`config.mk`:
```
export PLATFORM = sky130hd
export DESIGN_NAME = fetch_queue
export DESIGN_NICKNAME = d
export VERILOG_FILES = /design/src/rtl/cpu_pkg.sv /design/src/rtl/sync_fifo.sv /design/src/rtl/fetch_queue.sv
export SDC_FILE = /design/constraint.sdc
export NUM_CORES = 1
export LEC_CHECK = 0
export ABC_AREA = 1
export CORE_MARGIN = 4
export CORE_UTILIZATION = 35
export DETAILED_ROUTE_END_ITERATION = 6
export SETUP_SLACK_MARGIN = 0.2
export SLEW_MARGIN = 20
export SYNTH_ARGS = -nofsm -noshare
export SYNTH_HDL_FRONTEND = slang
export SYNTH_SLANG_ARGS = --single-unit
```
`constraint.sdc`:
```
create_clock -name clk -period 13.4 [get_ports clk]
set_clock_uncertainty 0.1 [all_clocks]
set_input_delay 2.68 -clock clk [delete_from_list [all_inputs] [get_ports clk]]
set_output_delay 2.68 -clock clk [all_outputs]
set_load 0.02 [all_outputs]
```
`src/rtl/cpu_pkg.sv`:
```
// Shared constants for the RISC-V core front end.
package cpu_pkg;

  localparam int          XLEN      = 32;
  localparam logic [31:0] INSTR_NOP = 32'h0000_0013;
  localparam int          PC_STEP   = 4;

endpackage

```
`src/rtl/sync_fifo.sv`:
```
// Synchronous FIFO with a registered head word (rdata) that holds its last
// value while the FIFO is empty. clear empties it without touching rdata.
module sync_fifo #(
  parameter int WIDTH = 32,
  parameter int DEPTH = 4
) (
  input  logic                     clk,
  input  logic                     rst,
  input  logic                     clear,
  input  logic                     push,
  input  logic [WIDTH-1:0]         wdata,
  input  logic                     pop,
  output logic [WIDTH-1:0]         rdata,
  output logic [$clog2(DEPTH):0]   count
);

  localparam int             AW       = $clog2(DEPTH);
  localparam int             CW       = AW + 1;
  localparam logic [CW-1:0]  FULL_CNT = CW'(DEPTH);

  logic [WIDTH-1:0] mem_r [DEPTH];
  logic [AW-1:0]    wr_ptr_r;
  logic [AW-1:0]    rd_ptr_r;
  logic [AW-1:0]    next_rd_s;
  logic [CW-1:0]    count_r;
  logic [CW-1:0]    next_cnt_s;
  logic [WIDTH-1:0] rdata_r;
  logic [WIDTH-1:0] head_s;
  logic             push_ok_s;
  logic             pop_ok_s;

  // Next head: the word being written becomes head only when no older entry survives.
  always_comb begin
    push_ok_s  = push && (count_r != FULL_CNT);
    pop_ok_s   = pop && (count_r != {CW{1'b0}});
    next_rd_s  = rd_ptr_r + AW'(pop_ok_s);
    next_cnt_s = count_r + CW'(push_ok_s) - CW'(pop_ok_s);
    if (push_ok_s && (wr_ptr_r == next_rd_s)) begin
      head_s = wdata;
    end else begin
      head_s = mem_r[next_rd_s];
    end
  end

  // Storage array write.
  always_ff @(posedge clk) begin
    if (push_ok_s && !clear) begin
      mem_r[wr_ptr_r] <= wdata;
    end
  end

  // Pointers, occupancy and registered head.
  always_ff @(posedge clk) begin
    if (rst) begin
      wr_ptr_r <= {AW{1'b0}};
      rd_ptr_r <= {AW{1'b0}};
      count_r  <= {CW{1'b0}};
      rdata_r  <= {WIDTH{1'b0}};
    end else if (clear) begin
      wr_ptr_r <= {AW{1'b0}};
      rd_ptr_r <= {AW{1'b0}};
      count_r  <= {CW{1'b0}};
    end else begin
      wr_ptr_r <= wr_ptr_r + AW'(push_ok_s);
      rd_ptr_r <= next_rd_s;
      count_r  <= next_cnt_s;
      if (next_cnt_s != {CW{1'b0}}) begin
        rdata_r <= head_s;
      end
    end
  end

  // Output mapping.
  always_comb begin
    rdata = rdata_r;
    count = count_r;
  end

endmodule

```
`src/rtl/fetch_queue.sv`:
```
// Instruction-fetch front end: credit-limited in-order requests to a
// variable-latency memory, a DEPTH-entry instruction queue and redirect flush.
module fetch_queue #(
  parameter int               XLEN     = cpu_pkg::XLEN,
  parameter int               DEPTH    = 4,
  parameter logic [XLEN-1:0]  RESET_PC = '0
) (
  input  logic             clk,
  input  logic             rst,
  output logic             imem_req,
  output logic [XLEN-1:0]  imem_addr,
  input  logic             imem_ready,
  input  logic             imem_rvalid,
  input  logic [31:0]      imem_rdata,
  input  logic             redirect,
  input  logic [XLEN-1:0]  redirect_pc,
  output logic             ifid_valid,
  output logic [XLEN-1:0]  ifid_pc,
  output logic [31:0]      ifid_instr,
  input  logic             ifid_ready
);

  import cpu_pkg::*;

  localparam int               CW         = $clog2(DEPTH) + 1;
  localparam logic [XLEN-1:0]  ALIGN_MASK = {{(XLEN-2){1'b1}}, 2'b00};
  localparam logic [XLEN-1:0]  STEP       = XLEN'(PC_STEP);
  localparam logic [CW:0]      DEPTH_W    = (CW+1)'(DEPTH);

  logic [XLEN-1:0]    fetch_pc_r;
  logic [CW-1:0]      outst_r;
  logic [CW-1:0]      discard_r;
  logic [CW-1:0]      cnt_s;
  logic [CW-1:0]      tag_cnt_s;
  logic [CW-1:0]      outst_left_s;
  logic [XLEN-1:0]    tag_pc_s;
  logic [XLEN+31:0]   q_rdata_s;
  logic               credit_s;
  logic               accept_s;
  logic               rsp_s;
  logic               enq_s;
  logic               deq_s;

  // Request credit, handshakes and queue traffic for this cycle.
  always_comb begin
    credit_s     = ({1'b0, cnt_s} + {1'b0, outst_r}) < DEPTH_W;
    imem_req     = credit_s && !redirect && !rst;
    imem_addr    = fetch_pc_r;
    accept_s     = imem_req && imem_ready;
    // A response with nothing outstanding is a protocol error and is ignored.
    rsp_s        = imem_rvalid && (outst_r != {CW{1'b0}});
    outst_left_s = outst_r - CW'(rsp_s);
    enq_s        = rsp_s && !redirect && (discard_r == {CW{1'b0}})
                   && (tag_cnt_s != {CW{1'b0}});
    ifid_valid   = (cnt_s != {CW{1'b0}});
    deq_s        = ifid_valid && ifid_ready && !redirect;
    ifid_pc      = q_rdata_s[XLEN+31:32];
    ifid_instr   = q_rdata_s[31:0];
  end

  // Fetch PC plus in-flight and to-be-dropped response counters.
  always_ff @(posedge clk) begin
    if (rst) begin
      fetch_pc_r <= RESET_PC;
      outst_r    <= {CW{1'b0}};
      discard_r  <= {CW{1'b0}};
    end else if (redirect) begin
      // Every response still in flight belongs to the abandoned path.
      fetch_pc_r <= redirect_pc & ALIGN_MASK;
      outst_r    <= outst_left_s;
      discard_r  <= outst_left_s;
    end else begin
      if (accept_s) begin
        fetch_pc_r <= fetch_pc_r + STEP;
      end
      outst_r <= outst_r + CW'(accept_s) - CW'(rsp_s);
      if (rsp_s && (discard_r != {CW{1'b0}})) begin
        discard_r <= discard_r - CW'(1'b1);
      end
    end
  end

  sync_fifo #(
    .WIDTH (XLEN),
    .DEPTH (DEPTH)
  ) u_tag_fifo (
    .clk   (clk),
    .rst   (rst),
    .clear (redirect),
    .push  (accept_s),
    .wdata (fetch_pc_r),
    .pop   (enq_s),
    .rdata (tag_pc_s),
    .count (tag_cnt_s)
  );

  sync_fifo #(
    .WIDTH (XLEN + 32),
    .DEPTH (DEPTH)
  ) u_instr_queue (
    .clk   (clk),
    .rst   (rst),
    .clear (redirect),
    .push  (enq_s),
    .wdata ({tag_pc_s, imem_rdata}),
    .pop   (deq_s),
    .rdata (q_rdata_s),
    .count (cnt_s)
  );

endmodule

```
==> out/metrics.cfg <==
[timing]
finalHoldViolCount = 0
worst_slew_pin_slew_ns = 1.06
max_freq_mhz = 139
maxSlewViolCount = 0
setup_viol = 0
fin_crit_ns = 7.22
grt_setup_unrepaired = no
worst_slack_ns = 6.18
maxSlewHeadroom_pct = 29.1
tns_ns = 0
layout_worst_path_cycle_share_pct = 53.9

[detailed_routing]
routed-via-count = 16600
dr.pass1.iters = 7
wl_per_cell_um = 16.5
routed_wl_um = 56200
viasPerCell = 4.85
route.detailed.drc = 0
first_iter_violations = 1119
ant_nets = 0

[die]
initial_utilization_pct = 35.6
die_x_um = 265
num_rows = 93
coreArea_um2 = 64800
die_area_um2 = 70100
io_pins = 168
fp.dieH_um = 265

[run]
maxCapViolCount = 0

[place]
port_buffers = 161
preCtsSetupSlack_ns = 5.86
dp.cells = 3315
gp_congestion = 0.883
dp_hpwl_um = 31700
placed_area_um2 = 25200

[yosys]
synth_area_um2 = 23100
yosysWarnings = 0
yosysSeqAreaShare_pct = 60.2
synth.most_common_cell = nand2_1
synth_area_leaders = edfxtp_1 48%, dfxtp_1 12%, nand2_1 11%
synthTopCellsByCount = 690 x nand2_1, 368 x edfxtp_1, 232 x inv_1
synthFlopType = edfxtp_1
ys_types = 40
synth_edf_count = 368
yosys_register_bits = 510
synth_top_area_share_pct = 47.9
synthArstFlopShare_pct = 0
syn-instance-count = 2407
synth_top_area_cell = edfxtp_1
syn_avg_cell_area_um2 = 9.59

[setup_path]
cp_max_fo = 36
crit_slowest_cell = clkdlybuf4s50_1
timing.rr.start = discard_r[0]
endpoint_kind = output pin
crit_chain = clkdlybuf4s50_1, buf_4, nor2_4, nand2_2, nor2_4, clkdlybuf4s50_1
worst-endpoint-required_ns = 10.62
criticalPathCategory = in2out
arrival_ns = 4.44
crit_path_start = redirect
start_kind = primary input
max_stage_delay_ns = 0.66

[clock_tree]
cts_setup_buffers = 0
clkSinkCount = 510
cts_tree = yes
clockBufferDepth = 3
cts_buffers = 55
clock_latency_ns = 0.60
ctsResizeCount = 0
htreeDepth = 2
clk_pin_slew_ns = 0.06
ctsHoldBuffers = 0
root_buffer = clkbuf_16

[status]
status = finished clean

[final_layout]
seq_area_um2 = 13900
area_growth_pct = 17.0
layout-drive-gt1-share_pct = 10.9
multi_input_area_um2 = 7560
finalInstanceArea_um2 = 27000
fin_cells = 3418
final_nets = 2607
num_antenna_cells = 0
nFillCells = 6119

[global_routing]
grt_overflow = 0
grt_pass1_wl_um = 89000
grt_antenna_before_repair = 0
grt_usage_pct = 15.6
grt_max_degree = 99
grt_pass1_vias = 16300

[hold_path]
hold_class = reg2reg
min_from = discard_r[2]

[pwr]
power-per-cell-area_nw_per_um2 = 130
ir_drop_mv = 0.0949
p_leak_nw = 10.2

==> cell families (layout without fill, tap and decap cells) <==
logic type      Yosys count  count (layout)  synth area share [%]
compound gates          295             295                  7.16
xor+xnor                 16              16                 0.607
fa+ha+maj                20              20                  1.18
buf+inv                 376             529                  7.39
flops                   510             510                  60.2
other cells               1               4                0.0163
simple gates           1189            1189                  23.4
==> final cells by class <==
cell class                 count  area share [%]
sequential                   510            51.5
timing repair buffer         185            6.64
multi-input combinational   1524            28.0
clock inverter                17           0.755
tap                          855            3.96
inverter                     241            3.36
clock buffer                  86            5.83
==> stage by stage <==
stage	total power (W)	utilization [%]	hold slack, ns
after floorplan	0.00196	-	0.356
after detailed placement	0.00206	38.9	0.383
after CTS	0.00355	41.7	0.391
after global routing	0.00365	41.7	0.426
final	0.00350	41.7	0.395
after global placement	0.00205	38.9	0.372
==> report_power, final <==
group / total, W / switching, W / leakage, nW / internal (W)
Sequential: 0.00178 / 0.0000492 / 4.52 / 0.00173
Combinational: 0.000249 / 0.000149 / 4.82 / 0.0000994
Clock: 0.00147 / 0.000604 / 0.865 / 0.000867
==> registers in the layout, indices dropped and copies added, names as in the netlist <==
name and cells:
u_tag_fifo.rd_ptr_r 2, u_instr_queue.wr_ptr_r 2, outst_r 3, u_tag_fifo.wr_ptr_r 2, u_tag_fifo.rdata 30, u_instr_queue.count 3
u_instr_queue.rdata 62, imem_addr 30, u_tag_fifo.count 3, discard_r 3, u_tag_fifo.mem_r 120, u_instr_queue.mem_r 248
u_instr_queue.rd_ptr_r 2
==> routing by layer <==
metal  share of wire, %  routed length (µm)  track usage (%)
met1                 46               25700             21.2
met3                6.0                3380             2.69
met2                 47               26200             26.2
met5                  0                   0                0
met4                1.8                1040             4.08
==> critical path: cells and delay by family <==
| family | cells | cell delay (ns) |
|---|---|---|
| buf+inv | 3 | 1.30 |
| simple gates | 3 | 0.44 |
==> placed cells by master (no fill, tap or decap), types with 7 or more instances in the layout <==
| cell type | netlist | routed |
|---|---|---|
| nand2_1 | 690 | 690 |
| nor3_2 | 1 | 8 |
| dfxtp_1 | 142 | 142 |
| clkdlybuf4s50_1 | 0 | 160 |
| a31oi_1 | 65 | 65 |
| edfxtp_1 | 368 | 368 |
| clkbuf_1 | 73 | 24 |
| nand3_1 | 111 | 111 |
| clkbuf_16 | 0 | 56 |
| o211ai_1 | 30 | 30 |
| xnor2_1 | 7 | 7 |
| nand3b_1 | 11 | 11 |
| a21oi_1 | 89 | 89 |
| nand3_2 | 82 | 82 |
| o21ai_1 | 22 | 22 |
| clkinv_2 | 0 | 7 |
| nor2_1 | 204 | 204 |
| inv_1 | 232 | 232 |
| ha_1 | 17 | 15 |
| buf_4 | 11 | 24 |
| o21ai_0 | 86 | 86 |
| xor2_1 | 9 | 9 |
| inv_2 | 8 | 7 |
| or2_2 | 63 | 63 |
==> final timing paths <==
path / end / slack [ns] / cells after the start
hold / removal: discard_r[2] / 0.39 / 2
setup / recovery: imem_req / 6.18 / 6
hold reg to reg: discard_r[2] / 0.39 / 2
setup reg to reg: u_instr_queue.rdata[2] / 8.63 / 18
Note: power is estimated with default switching activity, not from simulation.
